`config.mk`:
```
export PLATFORM = sky130hd
export DESIGN_NAME = regf_mem_arb_flat
export DESIGN_NICKNAME = d
export VERILOG_FILES = /design/src/rtl/regf_mem_arb_if.sv /design/src/rtl/regf_mem_arb.sv /design/src/flat_wrapper.sv
export SDC_FILE = /design/constraint.sdc
export NUM_CORES = 1
export LEC_CHECK = 0
export CORE_ASPECT_RATIO = 0.75
export CORE_MARGIN = 2
export CORE_UTILIZATION = 38
export CTS_CLUSTER_SIZE = 30
export DETAILED_ROUTE_END_ITERATION = 12
export GPL_TIMING_DRIVEN = 0
export PLACE_DENSITY_LB_ADDON = 0.15
export SLEW_MARGIN = 20
export SYNTH_ARGS = -nofsm -noshare
export SYNTH_HDL_FRONTEND = slang
export SYNTH_SLANG_ARGS = --single-unit
```
`constraint.sdc`:
```
create_clock -name main_clk_i -period 4.2 [get_ports main_clk_i]
set_clock_uncertainty 0.1 [all_clocks]
set_input_delay 0.63 -clock main_clk_i [delete_from_list [all_inputs] [get_ports main_clk_i]]
set_output_delay 0.63 -clock main_clk_i [all_outputs]
set_load 0.005 [all_outputs]
```
`src/rtl/regf_mem_arb_if.sv`:
```
// Bus bundle between the two requesters, the arbiter and one regf memory port.
// The slave modport is the arbiter's view of the bundle; master is the opposite side.
interface regf_mem_arb_if #(
  parameter int ADDRWIDTH = 13,
  parameter int DATAWIDTH = 32
);
  logic                 req0_ena_i;
  logic [ADDRWIDTH-1:0] req0_addr_i;
  logic                 req0_wena_i;
  logic [DATAWIDTH-1:0] req0_wdata_i;
  logic                 req0_lock_i;
  logic                 req0_gnt_o;
  logic                 req0_rvalid_o;
  logic [DATAWIDTH-1:0] req0_rdata_o;
  logic                 req0_err_o;

  logic                 req1_ena_i;
  logic [ADDRWIDTH-1:0] req1_addr_i;
  logic                 req1_wena_i;
  logic [DATAWIDTH-1:0] req1_wdata_i;
  logic                 req1_lock_i;
  logic                 req1_gnt_o;
  logic                 req1_rvalid_o;
  logic [DATAWIDTH-1:0] req1_rdata_o;
  logic                 req1_err_o;

  logic                 mem_ena_o;
  logic [ADDRWIDTH-1:0] mem_addr_o;
  logic                 mem_wena_o;
  logic [DATAWIDTH-1:0] mem_wdata_o;
  logic [DATAWIDTH-1:0] mem_rdata_i;
  logic                 mem_err_i;

  modport slave (
    input  req0_ena_i, req0_addr_i, req0_wena_i, req0_wdata_i, req0_lock_i,
    output req0_gnt_o, req0_rvalid_o, req0_rdata_o, req0_err_o,
    input  req1_ena_i, req1_addr_i, req1_wena_i, req1_wdata_i, req1_lock_i,
    output req1_gnt_o, req1_rvalid_o, req1_rdata_o, req1_err_o,
    output mem_ena_o, mem_addr_o, mem_wena_o, mem_wdata_o,
    input  mem_rdata_i, mem_err_i
  );

  modport master (
    output req0_ena_i, req0_addr_i, req0_wena_i, req0_wdata_i, req0_lock_i,
    input  req0_gnt_o, req0_rvalid_o, req0_rdata_o, req0_err_o,
    output req1_ena_i, req1_addr_i, req1_wena_i, req1_wdata_i, req1_lock_i,
    input  req1_gnt_o, req1_rvalid_o, req1_rdata_o, req1_err_o,
    input  mem_ena_o, mem_addr_o, mem_wena_o, mem_wdata_o,
    output mem_rdata_i, mem_err_i
  );
endinterface

```
`src/rtl/regf_mem_arb.sv`:
```
// Two-requester round-robin arbiter with bounded lock onto a single regf port.
// Grant is combinational; command and response stages give a fixed 3-cycle latency.
module regf_mem_arb #(
  parameter int          ADDRWIDTH = 13,
  parameter int          DATAWIDTH = 32,
  parameter int unsigned LOCKMAX   = 4
) (
  input logic           main_clk_i,
  input logic           main_rst_a_i,
  regf_mem_arb_if.slave regf_bus
);
  localparam logic [3:0] LOCK_LIMIT = 4'(LOCKMAX);

  typedef enum logic {UNLOCKED, LOCKED} lock_state_t;

  lock_state_t state, state_nxt;
  logic        last, last_nxt;
  logic        owner, owner_nxt;
  logic        idle, idle_nxt;
  logic [3:0]  lockcnt, lockcnt_nxt;

  logic [1:0]  ena, lock;
  logic        gnt_any, gnt_id;

  logic                 mem_ena, mem_wena, cmd_id;
  logic [ADDRWIDTH-1:0] mem_addr;
  logic [DATAWIDTH-1:0] mem_wdata;
  logic                 acc_valid, acc_id, acc_wena;
  logic                 rsp_valid, rsp_id, rsp_err;
  logic [DATAWIDTH-1:0] rsp_rdata;
  logic                 rsp0, rsp1;

  assign ena  = {regf_bus.req1_ena_i, regf_bus.req0_ena_i};
  assign lock = {regf_bus.req1_lock_i, regf_bus.req0_lock_i};

  always_ff @(posedge main_clk_i or posedge main_rst_a_i) begin
    if (main_rst_a_i) begin
      state   <= UNLOCKED;
      last    <= 1'b1;
      owner   <= 1'b0;
      idle    <= 1'b0;
      lockcnt <= '0;
    end else begin
      state   <= state_nxt;
      last    <= last_nxt;
      owner   <= owner_nxt;
      idle    <= idle_nxt;
      lockcnt <= lockcnt_nxt;
    end
  end

  always_comb begin
    gnt_any     = 1'b0;
    gnt_id      = 1'b0;
    state_nxt   = state;
    last_nxt    = last;
    owner_nxt   = owner;
    idle_nxt    = idle;
    lockcnt_nxt = lockcnt;

    case (state)
      UNLOCKED: begin
        if (ena[0] && ena[1]) begin
          gnt_any = 1'b1;
          gnt_id  = ~last;
        end else if (ena != 2'b00) begin
          gnt_any = 1'b1;
          gnt_id  = ena[1];
        end
      end
      LOCKED: begin
        if (ena[owner]) begin
          gnt_any = 1'b1;
          gnt_id  = owner;
        end
      end
      default: ;
    endcase

    if (gnt_any) begin
      last_nxt = gnt_id;
      idle_nxt = 1'b0;
      // The grant that reaches LOCKMAX still goes out but closes the lock.
      if (lock[gnt_id] && (lockcnt + 4'd1) != LOCK_LIMIT) begin
        state_nxt   = LOCKED;
        owner_nxt   = gnt_id;
        lockcnt_nxt = lockcnt + 4'd1;
      end else begin
        state_nxt   = UNLOCKED;
        lockcnt_nxt = '0;
      end
    end else if (state == LOCKED) begin
      if (idle) begin
        state_nxt   = UNLOCKED;
        lockcnt_nxt = '0;
        idle_nxt    = 1'b0;
      end else begin
        idle_nxt = 1'b1;
      end
    end
  end

  always_ff @(posedge main_clk_i or posedge main_rst_a_i) begin
    if (main_rst_a_i) begin
      mem_ena   <= 1'b0;
      mem_wena  <= 1'b0;
      mem_addr  <= '0;
      mem_wdata <= '0;
      cmd_id    <= 1'b0;
    end else begin
      mem_ena <= gnt_any;
      if (gnt_any) begin
        cmd_id    <= gnt_id;
        mem_addr  <= gnt_id ? regf_bus.req1_addr_i  : regf_bus.req0_addr_i;
        mem_wena  <= gnt_id ? regf_bus.req1_wena_i  : regf_bus.req0_wena_i;
        mem_wdata <= gnt_id ? regf_bus.req1_wdata_i : regf_bus.req0_wdata_i;
      end
    end
  end

  always_ff @(posedge main_clk_i or posedge main_rst_a_i) begin
    if (main_rst_a_i) begin
      acc_valid <= 1'b0;
      acc_id    <= 1'b0;
      acc_wena  <= 1'b0;
      rsp_valid <= 1'b0;
      rsp_id    <= 1'b0;
      rsp_err   <= 1'b0;
      rsp_rdata <= '0;
    end else begin
      acc_valid <= mem_ena;
      acc_id    <= cmd_id;
      acc_wena  <= mem_wena;
      rsp_valid <= acc_valid;
      if (acc_valid) begin
        rsp_id    <= acc_id;
        rsp_err   <= regf_bus.mem_err_i;
        rsp_rdata <= acc_wena ? '0 : regf_bus.mem_rdata_i;
      end
    end
  end

  assign rsp0 = rsp_valid & ~rsp_id;
  assign rsp1 = rsp_valid &  rsp_id;

  // Gate grants during reset so every output reads 0 while it is held.
  assign regf_bus.req0_gnt_o    = gnt_any & ~gnt_id & ~main_rst_a_i;
  assign regf_bus.req1_gnt_o    = gnt_any &  gnt_id & ~main_rst_a_i;
  assign regf_bus.req0_rvalid_o = rsp0;
  assign regf_bus.req1_rvalid_o = rsp1;
  assign regf_bus.req0_rdata_o  = rsp0 ? rsp_rdata : '0;
  assign regf_bus.req1_rdata_o  = rsp1 ? rsp_rdata : '0;
  assign regf_bus.req0_err_o    = rsp0 & rsp_err;
  assign regf_bus.req1_err_o    = rsp1 & rsp_err;

  assign regf_bus.mem_ena_o   = mem_ena;
  assign regf_bus.mem_addr_o  = mem_addr;
  assign regf_bus.mem_wena_o  = mem_wena;
  assign regf_bus.mem_wdata_o = mem_wdata;
endmodule
```
`src/flat_wrapper.sv`:
```
// flat-port wrapper written by rule: the top's interface ports become plain ports
module regf_mem_arb_flat 
#(
  parameter int          ADDRWIDTH = 13,
  parameter int          DATAWIDTH = 32,
  parameter int unsigned LOCKMAX   = 4
)
  (main_clk_i, main_rst_a_i, regf_bus_req0_ena_i, regf_bus_req0_addr_i, regf_bus_req0_wena_i, regf_bus_req0_wdata_i, regf_bus_req0_lock_i, regf_bus_req0_gnt_o, regf_bus_req0_rvalid_o, regf_bus_req0_rdata_o, regf_bus_req0_err_o, regf_bus_req1_ena_i, regf_bus_req1_addr_i, regf_bus_req1_wena_i, regf_bus_req1_wdata_i, regf_bus_req1_lock_i, regf_bus_req1_gnt_o, regf_bus_req1_rvalid_o, regf_bus_req1_rdata_o, regf_bus_req1_err_o, regf_bus_mem_ena_o, regf_bus_mem_addr_o, regf_bus_mem_wena_o, regf_bus_mem_wdata_o, regf_bus_mem_rdata_i, regf_bus_mem_err_i);
  regf_mem_arb_if #(.ADDRWIDTH(ADDRWIDTH), .DATAWIDTH(DATAWIDTH)) regf_bus_i ();
  input logic main_clk_i;
  input logic main_rst_a_i;
  input wire logic [$bits(regf_bus_i.req0_ena_i)-1:0] regf_bus_req0_ena_i;
  input wire logic [$bits(regf_bus_i.req0_addr_i)-1:0] regf_bus_req0_addr_i;
  input wire logic [$bits(regf_bus_i.req0_wena_i)-1:0] regf_bus_req0_wena_i;
  input wire logic [$bits(regf_bus_i.req0_wdata_i)-1:0] regf_bus_req0_wdata_i;
  input wire logic [$bits(regf_bus_i.req0_lock_i)-1:0] regf_bus_req0_lock_i;
  output wire logic [$bits(regf_bus_i.req0_gnt_o)-1:0] regf_bus_req0_gnt_o;
  output wire logic [$bits(regf_bus_i.req0_rvalid_o)-1:0] regf_bus_req0_rvalid_o;
  output wire logic [$bits(regf_bus_i.req0_rdata_o)-1:0] regf_bus_req0_rdata_o;
  output wire logic [$bits(regf_bus_i.req0_err_o)-1:0] regf_bus_req0_err_o;
  input wire logic [$bits(regf_bus_i.req1_ena_i)-1:0] regf_bus_req1_ena_i;
  input wire logic [$bits(regf_bus_i.req1_addr_i)-1:0] regf_bus_req1_addr_i;
  input wire logic [$bits(regf_bus_i.req1_wena_i)-1:0] regf_bus_req1_wena_i;
  input wire logic [$bits(regf_bus_i.req1_wdata_i)-1:0] regf_bus_req1_wdata_i;
  input wire logic [$bits(regf_bus_i.req1_lock_i)-1:0] regf_bus_req1_lock_i;
  output wire logic [$bits(regf_bus_i.req1_gnt_o)-1:0] regf_bus_req1_gnt_o;
  output wire logic [$bits(regf_bus_i.req1_rvalid_o)-1:0] regf_bus_req1_rvalid_o;
  output wire logic [$bits(regf_bus_i.req1_rdata_o)-1:0] regf_bus_req1_rdata_o;
  output wire logic [$bits(regf_bus_i.req1_err_o)-1:0] regf_bus_req1_err_o;
  output wire logic [$bits(regf_bus_i.mem_ena_o)-1:0] regf_bus_mem_ena_o;
  output wire logic [$bits(regf_bus_i.mem_addr_o)-1:0] regf_bus_mem_addr_o;
  output wire logic [$bits(regf_bus_i.mem_wena_o)-1:0] regf_bus_mem_wena_o;
  output wire logic [$bits(regf_bus_i.mem_wdata_o)-1:0] regf_bus_mem_wdata_o;
  input wire logic [$bits(regf_bus_i.mem_rdata_i)-1:0] regf_bus_mem_rdata_i;
  input wire logic [$bits(regf_bus_i.mem_err_i)-1:0] regf_bus_mem_err_i;
  assign regf_bus_i.req0_ena_i = regf_bus_req0_ena_i;
  assign regf_bus_i.req0_addr_i = regf_bus_req0_addr_i;
  assign regf_bus_i.req0_wena_i = regf_bus_req0_wena_i;
  assign regf_bus_i.req0_wdata_i = regf_bus_req0_wdata_i;
  assign regf_bus_i.req0_lock_i = regf_bus_req0_lock_i;
  assign regf_bus_req0_gnt_o = regf_bus_i.req0_gnt_o;
  assign regf_bus_req0_rvalid_o = regf_bus_i.req0_rvalid_o;
  assign regf_bus_req0_rdata_o = regf_bus_i.req0_rdata_o;
  assign regf_bus_req0_err_o = regf_bus_i.req0_err_o;
  assign regf_bus_i.req1_ena_i = regf_bus_req1_ena_i;
  assign regf_bus_i.req1_addr_i = regf_bus_req1_addr_i;
  assign regf_bus_i.req1_wena_i = regf_bus_req1_wena_i;
  assign regf_bus_i.req1_wdata_i = regf_bus_req1_wdata_i;
  assign regf_bus_i.req1_lock_i = regf_bus_req1_lock_i;
  assign regf_bus_req1_gnt_o = regf_bus_i.req1_gnt_o;
  assign regf_bus_req1_rvalid_o = regf_bus_i.req1_rvalid_o;
  assign regf_bus_req1_rdata_o = regf_bus_i.req1_rdata_o;
  assign regf_bus_req1_err_o = regf_bus_i.req1_err_o;
  assign regf_bus_mem_ena_o = regf_bus_i.mem_ena_o;
  assign regf_bus_mem_addr_o = regf_bus_i.mem_addr_o;
  assign regf_bus_mem_wena_o = regf_bus_i.mem_wena_o;
  assign regf_bus_mem_wdata_o = regf_bus_i.mem_wdata_o;
  assign regf_bus_i.mem_rdata_i = regf_bus_mem_rdata_i;
  assign regf_bus_i.mem_err_i = regf_bus_mem_err_i;
  regf_mem_arb #(.ADDRWIDTH(ADDRWIDTH), .DATAWIDTH(DATAWIDTH), .LOCKMAX(LOCKMAX)) u_core (.main_clk_i(main_clk_i), .main_rst_a_i(main_rst_a_i), .regf_bus(regf_bus_i));
endmodule
```
==> metrics.csv <==
stage,metric,value,unit
synth,syn-instance-count,429,
grt,grt_usage,22.3,%
pwr,peakVddDrop,0.314,mV
synth,yosysWarnings,0,
floorplanning,chipHeight,95.7,um
sta,setup_tns,0,ps
clock_network,cts_hold_buf,0,
clock_network,cts.sinks,94,
setup_path,r2r_cells,5,
floorplanning,die_width,126,um
synth,syn-cell-area,0.00426,mm^2
run,maxCapViolCount,0,
synth,synth_nets,562,
clock_network,numCtsBuffers,9,
clock_network,clk_pin_slew,60,ps
sta,max_slew_margin,62.0,%
synth,synth-seq-cells,94,
setup_path,r2r_end,u_core.lockcnt[3],
floorplanning,start_util,38.9,%
hold_path,hp-start,u_core.regf_bus.mem_ena_o,
clock_network,clockRootBuffer,clkbuf_16,
final_layout,multi_input_area,0.00147,mm^2
sta,setup_viol,0,
floorplanning,coreArea,0.0109,mm^2
clock_network,ctsResizeCount,0,
sta,tightest_slew,568,ps
synth,synth_edf_count,0,
setup_path,worst_setup_path_end_kind,output pin,
clock_network,cts_tree,yes,
synth,synth_ff_type,dfrtp_1,
final_layout,area_delta_synth_final,69.0,%
setup_path,slowest_delay,490,ps
synth,avgSynthCellArea,9.92,um^2
pwr,power,0.00413,W
placed_design,dpl_cell_area,0.00694,mm^2
drt,vias,4188,
drt,postRouteAntennaNets,0,
final_layout,antenna_cells,0,
setup_path,critPathRequiredTime,3470,ps
sta,clock.fmax,0.271,GHz
grt,grt_antenna_before_repair,0,
drt,wirelength,13.6,mm
floorplanning,row_count,33,
final_layout,fillers,896,
grt,grt_overflow,0,
final_layout,regArea,0.00235,mm^2
status,status,finished clean,
setup_path,r2r-start,u_core.state,
drt,vias_per_cell,5.04,
clock_network,cts_setup_buffers,0,
sta,maxSlewViolCount,0,
sta,rsz0062_at_grt,no,
placed_design,gp_congestion,0.833,
drt,wl_per_cell,16.3,um
hold_path,min_path_type,flip-flop to flip-flop,
hold_path,holdPathEnd,u_core.acc_valid,
synth,ys_seq_area_share,55.3,%
placed_design,hpwl,10.3,mm
clock_network,clkLatencyLatePin,330,ps
final_layout,final_area,0.00719,mm^2
grt,grt_max_degree,56,
clock_network,h-tree-depth,3,
grt,grt_pass1_wl,21.3,mm
final_layout,drive_gt1_share,3.76,%
hold_path,hold_path_depth,0,
synth,synthArstFlopShare,100,%
synth,ys_types,27,
pwr,p_leak,3.33,nW
sta,finalCriticalPeriod,3680,ps
final_layout,nets,821,
setup_path,path_max_fanout,10,
setup_path,crit_slowest_cell,clkdlybuf4s50_1,
setup_path,worst-r2r-setup-slack,2130,ps
drt,drcViolationCount,0,
clock_network,cts_buffer_depth,2,
setup_path,path_class,input port to output pin,
grt,grt_pass1_vias,4234,
floorplanning,io_pins,248,
setup_path,crit_chain,"clkdlybuf4s50_1, nor2b_1, a221oi_2, buf_2, buf_2, and2_1, clkdlybuf4s50_1",
setup_path,start_kind,input port,
floorplanning,dieArea,0.0121,mm^2
drt,drt_iter0_markers,337,
sta,fin_crit_sh,87.7,%
drt,dr.pass1.iters,6,
setup_path,critical_path_arrival,2950,ps
placed_design,port_buffers,247,
pwr,power_density,574,mW/mm^2
sta,hold_violations,0,
## registers in the layout, indices dropped and copies added, names as in the netlist, 4 cells and up
name                         cells
u_core.regf_bus.mem_wdata_o     32
u_core.regf_bus.mem_addr_o      13
u_core.lockcnt                   4
u_core.rsp_rdata                32
## critical path: cells and delay by family
kind                   cells  cell delay (ps)
AO/OA/AOI/OAI              1              420
buffers and inverters      4             1590
AND/OR/NAND/NOR            2              320
## synthesized netlist by cell type (3+ instances only)
library cell   n  area share, %
nor2_1         3           0.26
and3_1        34            5.0
dfrtp_1       93             55
nand2_1       39            3.4
o21ai_0       34            4.0
mux2_2         3           0.79
a222oi_1      46             11
clkbuf_1      24            2.1
buf_2          7           0.82
a21o_1         3           0.53
inv_1         82            7.2
and2_1        36            5.3
nor2b_1        5           0.73
## layout make-up
| class | count | share of cell area, % |
|---|---|---|
| repair buffers | 248 | 34.8 |
| flip-flops and latches | 94 | 32.7 |
| multi-input cells | 222 | 20.4 |
| inverters | 82 | 4.35 |
| clock buffers | 12 | 3.43 |
| well taps | 140 | 2.44 |
| plain buffers | 31 | 1.74 |
| clock inverters | 2 | 0.139 |
## layout by cell type (no fill, tap or decap), types with 3 or more instances in the layout
master and instances:
and2_1 36, and3_1 34, clkbuf_16 9, a222oi_1 46, o21ai_0 34, nand2_1 39
clkdlybuf4s50_1 247, dfrtp_1 93, inv_1 81, nor2_1 3, a21o_1 3, mux2_2 3
nor2b_1 5, clkbuf_1 26, buf_2 7
## metal layers
metal | vias up | track usage (%) | share of wire (%)
li1 | 1996 | - | -
met1 | 1999 | 26.8 | 40
met2 | 180 | 39.3 | 51
met3 | 13 | 7.30 | 7.9
met4 | 0 | 5.68 | 1.1
met5 | - | 0 | 0
## power by group
group          internal, W  switching (W)
logic              0.00108       0.000783
clock network     0.000409       0.000318
registers          0.00128       0.000259
total              0.00277        0.00136
## stage by stage
stage                     cells  worst slack (ps)  util, %  hold slack (ps)
after floorplan             429               545        -              252
after CTS                   831               489     65.7              282
final                       831               516     65.7              275
after global routing        831               378     65.7              296
after detailed placement    817               490     63.4              264
after global placement      816             -1160     63.1              259
## worst max-delay path by stage
stage | to | startpoint | slack, ps
global placement | regf_bus_req1_gnt_o | main_rst_a_i | -1160
CTS | regf_bus_req1_gnt_o | regf_bus_req0_ena_i | 490
finish | regf_bus_req1_gnt_o | regf_bus_req0_ena_i | 520
floorplan | regf_bus_req0_gnt_o | main_rst_a_i | 550
detailed placement | regf_bus_req1_gnt_o | regf_bus_req0_ena_i | 490
global route | regf_bus_req1_gnt_o | regf_bus_req0_ena_i | 380
## logic make-up after synthesis
family / Yosys count / synth area share [%]
AO/OA/AOI/OAI: 96 / 17.9
buffers and inverters: 113 / 10.2
adder cells (fa/ha/maj): 2 / 0.588
multiplexers: 3 / 0.794
flip-flops: 94 / 55.3
AND/OR/NAND/NOR: 121 / 15.3
Note: power is estimated with default switching activity, not from simulation.
